`config.mk`:
```
export PLATFORM = sky130hd
export DESIGN_NAME = pic_host_master
export DESIGN_NICKNAME = d
export VERILOG_FILES = /design/src/rtl/pic_host_pkg.sv /design/src/rtl/pic_host_master_timer.sv /design/src/rtl/pic_host_master.sv
export SDC_FILE = /design/constraint.sdc
export NUM_CORES = 1
export LEC_CHECK = 0
export CORE_MARGIN = 10
export CORE_UTILIZATION = 47
export DETAILED_ROUTE_END_ITERATION = 6
export PLACE_DENSITY = 0.84
export SLEW_MARGIN = 5
export SYNTH_ARGS = -nofsm -noshare
export SYNTH_HDL_FRONTEND = slang
export SYNTH_SLANG_ARGS = --single-unit
```
`constraint.sdc`:
```
create_clock -name clk -period 3.1 [get_ports clk]
set_clock_uncertainty 0.2 [all_clocks]
set_input_delay 0.31 -clock clk [delete_from_list [all_inputs] [get_ports clk]]
set_output_delay 0.31 -clock clk [all_outputs]
set_load 0.005 [all_outputs]
```
`src/rtl/pic_host_pkg.sv`:
```
// Shared types and constants for the 8259 PIC host-side bus master.
package pic_host_pkg;

  localparam int DATA_W_DEF = 8;

  localparam logic A0_CMD  = 1'b0;
  localparam logic A0_DATA = 1'b1;

  // OCW3 codes that select which status register the next read returns
  localparam logic [7:0] OCW3_READ_IRR = 8'h0A;
  localparam logic [7:0] OCW3_READ_ISR = 8'h0B;

  typedef enum logic [2:0] {
    ST_IDLE,
    ST_SETUP,
    ST_STROBE,
    ST_HOLD,
    ST_ACK1,
    ST_ACK_GAP,
    ST_ACK2,
    ST_ACK_DONE
  } state_t;

  function automatic int cnt_width(input int a, input int b);
    int m;
    m = (a > b) ? a : b;
    return $clog2(m + 1);
  endfunction

endpackage

```
`src/rtl/pic_host_master_timer.sv`:
```
// Loadable down-counter; done is high whenever the count sits at zero.
module pic_strobe_timer #(
  parameter int W = 2
) (
  input  logic         clk,
  input  logic         rst_n,
  input  logic         load,
  input  logic [W-1:0] load_val,
  output logic         done
);

  logic [W-1:0] cnt;

  always_ff @(posedge clk) begin
    if (!rst_n)
      cnt <= '0;
    else if (load)
      cnt <= load_val;
    else if (cnt != '0)
      cnt <= cnt - 1'b1;
  end

  assign done = (cnt == '0);

endmodule

```
`src/rtl/pic_host_master.sv`:
```
// 8259 PIC host master: CPU read/write bus cycles plus automatic two-pulse
// INTA servicing with vector capture.
//
// state      | meaning
// -----------+-----------------------------------------------
// IDLE       | bus quiet, accepting commands or INT
// SETUP      | cs_n low, a0/db set up, strobes high
// STROBE     | wr_n or rd_n low for STROBE_CYCLES
// HOLD       | strobes released, cs_n low, read result valid
// ACK1       | first INTA pulse
// ACK_GAP    | INTA high between pulses
// ACK2       | second INTA pulse, vector sampled at its end
// ACK_DONE   | vector valid pulse
module pic_host_master
  import pic_host_pkg::*;
#(
  parameter int STROBE_CYCLES = 2,
  parameter int GAP_CYCLES    = 1,
  parameter int DATA_W        = DATA_W_DEF
) (
  input  logic              clk,
  input  logic              rst_n,
  input  logic              cmd_valid,
  output logic              cmd_ready,
  input  logic              cmd_rd,
  input  logic              cmd_a0,
  input  logic [DATA_W-1:0] cmd_wdata,
  output logic              rd_valid,
  output logic [DATA_W-1:0] rd_data,
  input  logic              ack_en,
  input  logic              pic_int,
  output logic              vec_valid,
  output logic [DATA_W-1:0] vec_data,
  output logic              busy,
  output logic              cs_n,
  output logic              wr_n,
  output logic              rd_n,
  output logic              a0,
  output logic              inta_n,
  output logic [DATA_W-1:0] db_out,
  output logic              db_oe,
  input  logic [DATA_W-1:0] db_in
);

  localparam int CNT_W = cnt_width(STROBE_CYCLES, GAP_CYCLES);
  localparam logic [CNT_W-1:0] STROBE_LOAD = CNT_W'(STROBE_CYCLES - 1);
  localparam logic [CNT_W-1:0] GAP_LOAD    = CNT_W'(GAP_CYCLES - 1);

  state_t           state;
  logic             lat_rd;
  logic             ack_req;
  logic             tmr_load;
  logic             tmr_done;
  logic [CNT_W-1:0] tmr_val;

  assign ack_req   = ack_en && pic_int;
  assign cmd_ready = (state == ST_IDLE) && !ack_req;
  assign busy      = (state != ST_IDLE);

  // Timer is loaded on the edge that enters a timed state
  always_comb begin
    tmr_load = 1'b0;
    tmr_val  = STROBE_LOAD;
    case (state)
      ST_IDLE:    tmr_load = ack_req;
      ST_SETUP:   tmr_load = 1'b1;
      ST_ACK1: begin
        tmr_load = tmr_done;
        tmr_val  = GAP_LOAD;
      end
      ST_ACK_GAP: tmr_load = tmr_done;
      default:    tmr_load = 1'b0;
    endcase
  end

  pic_strobe_timer #(.W(CNT_W)) u_timer (
    .clk      (clk),
    .rst_n    (rst_n),
    .load     (tmr_load),
    .load_val (tmr_val),
    .done     (tmr_done)
  );

  always_ff @(posedge clk) begin
    if (!rst_n) begin
      state     <= ST_IDLE;
      lat_rd    <= 1'b0;
      cs_n      <= 1'b1;
      wr_n      <= 1'b1;
      rd_n      <= 1'b1;
      a0        <= A0_CMD;
      inta_n    <= 1'b1;
      db_out    <= '0;
      db_oe     <= 1'b0;
      rd_valid  <= 1'b0;
      rd_data   <= '0;
      vec_valid <= 1'b0;
      vec_data  <= '0;
    end else begin
      rd_valid  <= 1'b0;
      vec_valid <= 1'b0;
      case (state)
        ST_IDLE: begin
          if (ack_req) begin
            state  <= ST_ACK1;
            inta_n <= 1'b0;
          end else if (cmd_valid) begin
            state  <= ST_SETUP;
            lat_rd <= cmd_rd;
            cs_n   <= 1'b0;
            a0     <= cmd_a0;
            db_out <= cmd_wdata;
            db_oe  <= !cmd_rd;
          end
        end
        ST_SETUP: begin
          state <= ST_STROBE;
          wr_n  <= lat_rd;
          rd_n  <= !lat_rd;
        end
        ST_STROBE: begin
          if (tmr_done) begin
            state <= ST_HOLD;
            wr_n  <= 1'b1;
            rd_n  <= 1'b1;
            if (lat_rd) begin
              rd_data  <= db_in;
              rd_valid <= 1'b1;
            end
          end
        end
        ST_HOLD: begin
          state <= ST_IDLE;
          cs_n  <= 1'b1;
          db_oe <= 1'b0;
        end
        ST_ACK1: begin
          if (tmr_done) begin
            state  <= ST_ACK_GAP;
            inta_n <= 1'b1;
          end
        end
        ST_ACK_GAP: begin
          if (tmr_done) begin
            state  <= ST_ACK2;
            inta_n <= 1'b0;
          end
        end
        ST_ACK2: begin
          if (tmr_done) begin
            state     <= ST_ACK_DONE;
            inta_n    <= 1'b1;
            vec_data  <= db_in;
            vec_valid <= 1'b1;
          end
        end
        ST_ACK_DONE: state <= ST_IDLE;
        default:     state <= ST_IDLE;
      endcase
    end
  end

endmodule
```
==> results.json, run 1 <==
{
  "hold_buffers": 0,
  "ant_nets": 0,
  "synth_top_area_cell": "dfxtp_1",
  "crit_path_end_kind": "output pin",
  "finalCritPeriodShare": 0.768,
  "synth.mux.area_fraction": 0.0707,
  "drc": 0,
  "synth_xor_area_frac": 0.00562,
  "drt-total-wl_um": 3890,
  "regArea_um2": 761,
  "syn_inst": 183,
  "ys_ff_latch": 38,
  "r2r_end": "cs_n",
  "drtPass1Iterations": 4,
  "area_growth_pct": 41.8,
  "r2r_slack_ps": 860,
  "rows": 20,
  "cts_made_buffers": 5,
  "hold_depth": 2,
  "worst_slew_margin_rel": 0.360,
  "finalCriticalPeriod_ps": 2380,
  "fmax_ghz": 0.420,
  "fillers": 264,
  "routedWlPerCell_um": 13.7,
  "grt_pass1_wl_um": 6340,
  "tns_ps": 0,
  "synthAdderAreaFrac": 0.0482,
  "synth_top_family_by_area": "simple AND/OR/NAND/NOR gates",
  "via_per_inst": 5.02,
  "syn_area_um2": 1560,
  "grt_overflow": 0,
  "htree_levels": 2,
  "cap_violations": 0,
  "cts_root_buf": "clkbuf_4",
  "grt_antenna_before_repair": 0,
  "synthTopCellsByArea": "dfxtp_1, nand2_1, mux2i_1",
  "cp-endpoint": "cmd_ready",
  "synth.yosys.seq_area_share": 0.488,
  "yosysUniqueCellTypes": 29,
  "dp_hpwl_um": 2920,
  "gp_congestion": 0.765,
  "pre_cts_slack_ps": 800,
  "yosys_warnings": 0,
  "postCtsSetupBuffers": 0,
  "peakVddDrop_mv": 0.297,
  "reg2regPathDepth": 6,
  "status": "finished clean",
  "worst_pin_slew_ps": 959,
  "io_buffers": 56,
  "diodes": 0,
  "cts_resized": 0,
  "initial_utilization": 0.502,
  "ios": 57,
  "slew_viol_final": 0,
  "clk_pin_slew_ps": 110,
  "synth-compound-area-share": 0.128,
  "synth.top_cell.area_share": 0.488,
  "nets": 267,
  "final_cell_area_um2": 2210,
  "die_width_um": 77.6,
  "rsz0062_at_grt": "no",
  "grt_util_all_layers": 0.127,
  "synth_simple_gate_area_frac": 0.214,
  "clockBufferDepth": 2,
  "hp-class": "reg -> reg",
  "startpoint_type": "flop",
  "grt_pass1_vias": 1319,
  "worstSetupStartpoint": "state[0]",
  "vias": 1422,
  "cts_tree": "done",
  "drive_above_1_share": 0.0460,
  "critPathRequiredTime_ps": 2590,
  "hold_violations": 0,
  "fp.dieH_um": 77.6,
  "dieArea_um2": 6020,
  "first_iter_violations": 88,
  "clk_latency_ps": 330,
  "synth_nets": 212,
  "r2r_start": "state[0]",
  "timing.final.ws_setup_ps": 720,
  "multi_input_area_um2": 727,
  "setup_viol": 0,
  "worstPathArrival_ps": 1870,
  "powerDensity_nw_per_um2": 653,
  "postPlaceCellArea_um2": 2150,
  "grt_max_degree": 33,
  "p_leak_nw": 0.868,
  "numClockSinks": 38,
  "path_class": "reg -> out",
  "crit_fanout": 7,
  "synth_area_per_cell_um2": 8.51,
  "core_um2": 3100
}
## critical path, cell delays in order (launching register included)
cell and delay (ps):
dfxtp_1 360, inv_1 110, ha_1 310, nand2b_2 140
nor2_1 110, clkdlybuf4s50_1 510
## flip-flops by register name (all words and copies together) (netlist names), 2 cells and up
| signal | count |
|---|---|
| db_out | 8 |
| rd_data | 8 |
| vec_data | 8 |
| state | 3 |
| u_timer.cnt | 2 |
## metrics by stage
stage	power (mW)	util	hold slack (ps)	cells
floorplan	0.978	-	172	183
global placement	1.19	0.692	242	275
detailed placement	1.20	0.692	247	275
CTS	1.46	0.712	261	283
global route	1.55	0.712	284	283
finish	1.44	0.712	259	283
## how the worst min path moves through the flow
stage | startpoint | endpoint | slack (ps)
3_3_place_gp | rd_data[2] | rd_data[2] | 240
3_5_place_dp | rd_data[7] | rd_data[7] | 250
5_1_grt | rd_data[3] | rd_data[3] | 280
6_report | rd_data[3] | rd_data[3] | 260
2_1_floorplan | rst_n | rd_n | 170
4_1_cts | rd_data[7] | rd_data[7] | 260
## per-layer routing
metal	vias up	share of wire	global-route usage
met5	-	0	0
met4	0	0.011	0.0438
met3	5	0.074	0.0553
met2	39	0.47	0.195
met1	654	0.45	0.155
li1	724	-	-
## final cells by class
class | instances | area share
Multi-Input combinational cell | 127 | 0.329
Clock inverter | 1 | 0.00227
Tap cell | 44 | 0.0249
Clock buffer | 7 | 0.0249
Timing Repair Buffer | 58 | 0.261
Sequential cell | 38 | 0.344
Inverter | 8 | 0.0136
## power breakdown
group | leakage (nW) | switching (mW) | internal, mW | total [mW]
Sequential | 0.309 | 0.0566 | 0.561 | 0.618
Combinational | 0.524 | 0.267 | 0.299 | 0.566
Clock | 0.0353 | 0.149 | 0.110 | 0.259
Total | 0.868 | 0.473 | 0.970 | 1.44
## synth_stat cells (all sizes together)
library cell  number
nand2b             3
nand3              4
o32ai              2
a21oi             18
o22ai              2
o211ai             2
a221o              2
o21bai             1
xnor2              1
nor2              18
or3b               2
dfxtp             38
nor4b              1
inv                8
nor4               1
or3                2
nand2             39
clkbuf             8
o311ai             1
buf                2
and2               1
mux2i             11
and3               2
o21ai              4
a211oi             1
nor3               3
ha                 6
## placed cells by master, fill, tap and decap left out, types with 3 or more instances in the layout
| master | instances |
|---|---|
| mux2i_1 | 11 |
| nand3_1 | 4 |
| dfxtp_1 | 38 |
| ha_1 | 6 |
| nor2_1 | 18 |
| nand2_1 | 39 |
| nor3_1 | 3 |
| inv_1 | 8 |
| clkbuf_4 | 5 |
| clkdlybuf4s50_1 | 56 |
| o21ai_0 | 4 |
| a21oi_1 | 18 |
## cells by family after synthesis
logic type               Yosys count
AO/OA/AOI/OAI                     33
AND/OR/NAND/NOR                   76
buffers and inverters             18
multiplexers                      11
adder cells (fa/ha/maj)            6
flip-flops                        38
XOR/XNOR                           1
Power figures use the tool's default switching activity.
==> run 2: changes to the inputs <==
--- a/config.mk
+++ b/config.mk
@@ -6,9 +6,9 @@
 export NUM_CORES = 1
 export LEC_CHECK = 0
 export CORE_MARGIN = 10
-export CORE_UTILIZATION = 47
+export CORE_UTILIZATION = 39
 export DETAILED_ROUTE_END_ITERATION = 6
-export PLACE_DENSITY = 0.84
+export PLACE_DENSITY = 0.74
 export SLEW_MARGIN = 5
 export SYNTH_ARGS = -nofsm -noshare
 export SYNTH_HDL_FRONTEND = slang
==> constraint.sdc (replaced) <==
create_clock -name clk -period 2 [get_ports clk]
set_clock_uncertainty 0.2 [all_clocks]
set_input_delay 0.2 -clock clk [delete_from_list [all_inputs] [get_ports clk]]
set_output_delay 0.2 -clock clk [all_outputs]
set_load 0.005 [all_outputs]
==> run 2 against run 1 <==
  * Sequential share of layout area is 2.7 points lower
  * Final area is 9.0% higher
  * Flip-flop and latch count stayed put
  * First-iteration DRC count is 3.4% lower
  * Combinational power is 91% higher
  * Critical path depth is 1 lower
  * Global-route usage is 0.70 points lower
  * Clock power grew to 3.1 times the previous value
  * Sequential power is 52% higher
  * Die area is 15% higher
  * Non-clock buffer count is 12 higher
  * Critical endpoint is now busy
  * Largest power group is now combinational cells
==> results.json, run 2 (synthesized netlist as in run 1, its figures left out) <==
{
  "status": "finished clean",
  "finalCriticalPeriod_ps": 1930,
  "most-common-layout-cells": "clkdlybuf4s50_1, nand2_1, dfxtp_1, nor2_1, a21oi_1",
  "cap_violations": 0,
  "grt_max_degree": 22,
  "routedWlPerCell_um": 14.0,
  "final_cell_area_um2": 2410,
  "cts_tree": "done",
  "met2_usage": 0.177,
  "die_width_um": 83.2,
  "final_cells": 299,
  "core_um2": 3770,
  "grt_util_met3": 0.0811,
  "finalCritPeriodShare": 0.966,
  "peakVddDrop_mv": 0.772,
  "postCtsSetupBuffers": 0,
  "ios": 57,
  "rsz0062_at_grt": "no",
  "grt_pass1_vias": 1425,
  "slowest_stage": "clkdlybuf4s50_1",
  "htree_levels": 2,
  "pre_cts_slack_ps": 11.6,
  "dp_hpwl_um": 3140,
  "drt-total-wl_um": 4190,
  "ant_nets": 0,
  "drive_above_1_share": 0.124,
  "grt_overflow": 0,
  "tns_ps": 0,
  "fillers": 326,
  "largestRegisters": "db_out: 8 flops, rd_data: 8 flops, vec_data: 8 flops",
  "timing.final.ws_setup_ps": 68.7,
  "critPathRequiredTime_ps": 1600,
  "nets": 279,
  "startpoint_type": "flop",
  "worstPathArrival_ps": 1530,
  "postPlaceCellArea_um2": 2250,
  "initial_utilization": 0.413,
  "diodes": 0,
  "p_total_mw": 2.83,
  "layout.cells.most_common": "clkdlybuf4s50_1",
  "grt_pass1_wl_um": 6960,
  "cts_made_buffers": 5,
  "crit_chain": "inv_2 -> ha_4 -> nand2b_2 -> clkdlybuf4s50_1",
  "cts_root_buf": "clkbuf_8",
  "rows": 22,
  "worstSetupStartpoint": "state[1]",
  "drtPass1Iterations": 4,
  "global_route.usage.met1": 0.138,
  "worst_pin_slew_ps": 403,
  "r2r_end": "db_out[5]",
  "reg2regPathDepth": 7,
  "vias": 1469,
  "gp_congestion": 0.854,
  "crit_fanout": 6,
  "worst_slew_margin_rel": 0.731,
  "clk_latency_ps": 290,
  "first_iter_violations": 85,
  "fmax_ghz": 0.518,
  "dieArea_um2": 6920,
  "crit_path_end_kind": "output pin",
  "path_class": "reg -> out",
  "via_per_inst": 4.91,
  "p_leak_nw": 0.964,
  "powerDensity_nw_per_um2": 1180,
  "fp.dieH_um": 83.2,
  "grt_util_all_layers": 0.120,
  "grt_antenna_before_repair": 0,
  "clk_pin_slew_ps": 80,
  "dpl.cell_count": 291,
  "r2r_start": "state[1]",
  "cp-endpoint": "busy",
  "drc": 0,
  "hp-class": "reg -> reg",
  "area_growth_pct": 54.5,
  "clockBufferDepth": 2,
  "r2r_slack_ps": 140,
  "crit_path_max_incr_delay_ps": 510,
  "slew_viol_final": 0,
  "setup_viol": 0,
  "numClockSinks": 38,
  "hold_violations": 0,
  "io_buffers": 56,
  "busiest_layer": "met2"
}
-- run 2: cell types whose count changed in the layout (fill, tap and decap cells not counted), moves of 2 or more --
cell,previous run,this run
ha_1,6,4
clkbuf_8,1,6
clkbuf_4,5,0
bufinv_16,0,2
inv_1,8,6
dfxtp_1,38,36
buf_4,2,14
dfxtp_2,0,2
inv_2,0,2
-- run 2: area by class of cell --
| cell class | count | area (um^2) | share of cell area |
|---|---|---|---|
| clock inverter | 2 | 60.1 | 0.0249 |
| timing repair buffer | 70 | 664 | 0.276 |
| sequential | 38 | 763 | 0.317 |
| inverter | 8 | 30.0 | 0.0125 |
| tap | 48 | 60.1 | 0.0249 |
| clock buffer | 6 | 82.6 | 0.0343 |
| multi-input combinational | 127 | 747 | 0.310 |
-- run 2: worst min path at each step --
stage                     startpoint         end  slack (ps)  depth (start not counted)
after CTS                 rd_data[5]  rd_data[5]         260                          2
after global placement    rd_data[1]  rd_data[1]         240                          2
after global routing      rd_data[3]  rd_data[3]         270                          2
after floorplan                rst_n        rd_n          60                          1
after detailed placement  rd_data[1]  rd_data[1]         250                          2
final                     rd_data[7]  rd_data[7]         260                          2
-- run 2: where the power goes --
part / internal [mW] / switching, mW
registers: 0.873 / 0.0689
clock network: 0.532 / 0.270
logic: 0.586 / 0.499
-- run 2: timing repair --
action | CTS | global route
gates resized for setup | 6 | 2
hold buffers | 0 | 0
pin swaps | 1 | 0
setup endpoints to repair | 2 | 9
-- run 2: worst max-delay path: cells and delay by family, from the launching register on --
kind | cells | cell delay (ps)
buffers and inverters | 2 | 580
DFF | 1 | 380
adders and majority gates | 1 | 170
and+or+nand+nor | 1 | 110
-- run 2: routing by layer --
layer,vias to the layer above,wire [um],part of all wire
met4,0,29,0.0069
met2,55,1850,0.44
met5,-,0,0
met3,5,544,0.13
li1,746,-,-
met1,663,1760,0.42
-- run 2: stage by stage --
stage / hold WS, ps / utilization
2_1_floorplan: 61.9 / -
3_3_place_gp: 240 / 0.596
3_5_place_dp: 247 / 0.596
4_1_cts: 257 / 0.636
5_1_grt: 271 / 0.638
6_report: 255 / 0.638
==> patch: new RTL, config.mk and constraints of run 2 <==
The package constant `DATA_W_DEF` goes from 8 to 6.
--- a/src/rtl/pic_host_pkg.sv
+++ b/src/rtl/pic_host_pkg.sv
@@ -1,7 +1,7 @@
 // Shared types and constants for the 8259 PIC host-side bus master.
 package pic_host_pkg;
 
-  localparam int DATA_W_DEF = 8;
+  localparam int DATA_W_DEF = 6;
 
   localparam logic A0_CMD  = 1'b0;
   localparam logic A0_DATA = 1'b1;
Ports: changed (5 resized); port bits go from 57 to 47. The function was not compared with the original's and may differ.
==> patch against run 2 <==
Design area down 13%; power shrank 10%; via count down 16%; global-route usage shrank 1.4 points; first-iteration DRC count fell by 69%; sequential cell count down 6; synthesized area shrank 6.7%; count of clock-buffer cells in the layout is the same; setup slack improved by 34 ps; synthesized cell count is 15% lower; routed wire length shrank 17%; cell count down 15%; critical path type unchanged; highest routed layer unchanged.
==> patch: results (changes against run 2) <==
.. list-table::
   :header-rows: 1

   * - Metric
     - Value
   * - Gp weighted congestion
     - 0.818 (was 0.854)
   * - Status
     - finished clean (unchanged)
   * - Tot GR Track Use
     - 10.7% (was 12.0%)
   * - Clock latency on the worst-skew pair
     - 270 ps (was 290 ps)
   * - Number of different library cells in the post-synthesis netlist
     - 38 (was 29)
   * - Summed instance area of the synthesized netlist
     - 0.00145 mm^2 (was 0.00156 mm^2)
   * - Maximum number of pins on one net before global-route repair
     - 26 (was 22)
   * - Dpl hpwl
     - 2630 um (was 3140 um)
   * - Number of DRC violations after detailed-routing iteration 0
     - 26 (was 85)
   * - Number of global-route vias before repair
     - 1157 (was 1425)
   * - Static Leak
     - 0.877 nW (was 0.964 nW)
   * - Share of post-route cells with drive strength above 1
     - 13.1% (was 12.4%)
   * - Maximum fanout along the worst path
     - 5 (was 6)
   * - Total Routed Length
     - 3470 um (was 4190 um)
   * - Area delta synth->final
     - 43.5% (was 54.5%)
   * - Cell types with the highest counts after synthesis
     - 32 x sky130_fd_sc_hd__dfxtp_1, 20 x sky130_fd_sc_hd__nor2_1, 14 x sky130_fd_sc_hd__mux2i_1, 13 x sky130_fd_sc_hd__nand2_1 (was 39 x sky130_fd_sc_hd__nand2_1, 38 x sky130_fd_sc_hd__dfxtp_1, 18 x sky130_fd_sc_hd__a21oi_1, 18 x sky130_fd_sc_hd__nor2_1, 11 x sky130_fd_sc_hd__mux2i_1)
   * - Placed cells
     - 245 (was 291)
   * - Number of buffers on the longest clock path
     - 2 (unchanged)
   * - Largest vdd supply drop
     - 0.992 mV (was 0.772 mV)
   * - Arrival time worst endpoint
     - 1500 ps (was 1530 ps)
   * - Post-Synthesis Net Count
     - 180 (was 212)
   * - Count of port buffers added during placement
     - 46 (was 56)
   * - Worst-margin pin slew
     - 424 ps (was 403 ps)
   * - Number of fillers in the final layout
     - 354 (was 326)
   * - Mean post-synth cell area
     - 9.38 um^2 (was 8.51 um^2)
   * - Proportion of synthesized chip area in sequential cells
     - 44.1% (was 48.8%)
## patch: cell count changes in the layout (fill, tap and decap cells not counted), sizes merged, moves of 6 or more
| cell | before | now |
|---|---|---|
| nand2 | 39 | 13 |
| clkdlybuf4s50 | 55 | 45 |
| a21oi | 18 | 9 |
| nand3 | 4 | 10 |
| buf | 14 | 6 |
| dfxtp | 38 | 32 |
## patch: repair_timing
item,4_1_cts,5_1_grt
buffers inserted,1,0
setup endpoints to repair,2,0
gates resized for setup,7,0
hold buffers,0,0
## patch: final timing paths
kind | start | endpoint | slack (ps) | cells after the start
max | state[0] | busy | 100 | 4
min | db_out[4] | db_out[4] | 250 | 2
max reg2reg | state[0] | state[0] | 130 | 6
min reg2reg | db_out[4] | db_out[4] | 250 | 2
## patch: final cells by class
class	count	area share [%]
repair buffers	52	24.2
flip-flops and latches	32	30.8
clock inverters	2	1.68
well taps	48	2.88
clock buffers	6	3.48
inverters	8	1.44
multi-input cells	106	35.6
## patch: layer usage
metal	wire length, um	global-route usage [%]	up-vias	share of wire [%]
li1	-	-	636	-
met1	1530	12.8	564	44
met2	1620	17.4	38	47
met3	319	4.42	2	9.2
met4	7	2.60	0	0.20
met5	0	0	-	0
## patch: cell families (layout without fill, tap and decap cells)
logic type                 after synthesis  in the layout  synth area share, %
AOI/OAI and AO/OA                       26             26                 12.7
xor gates and xnor gates                 1              1                0.603
adders and majority gates                6              6                 5.16
buffers and inverters                   17             68                 5.77
DFF                                     32             32                 44.1
muxes                                   14             14                 9.64
and+or+nand+nor                         59             59                 22.0
## patch: report_power, final
group / internal (mW) / leakage [nW] / total (mW) / switching (mW)
clock: 0.369 / 0.0552 / 0.599 / 0.230
sequential: 0.749 / 0.261 / 0.832 / 0.0829
combinational: 0.568 / 0.561 / 1.11 / 0.544
## patch: tightest hold or removal path, cell delays in order (launching register included)
cell	delay (ps)
sky130_fd_sc_hd__dfxtp_1	310
sky130_fd_sc_hd__nand2_1	50
sky130_fd_sc_hd__a21oi_1	50
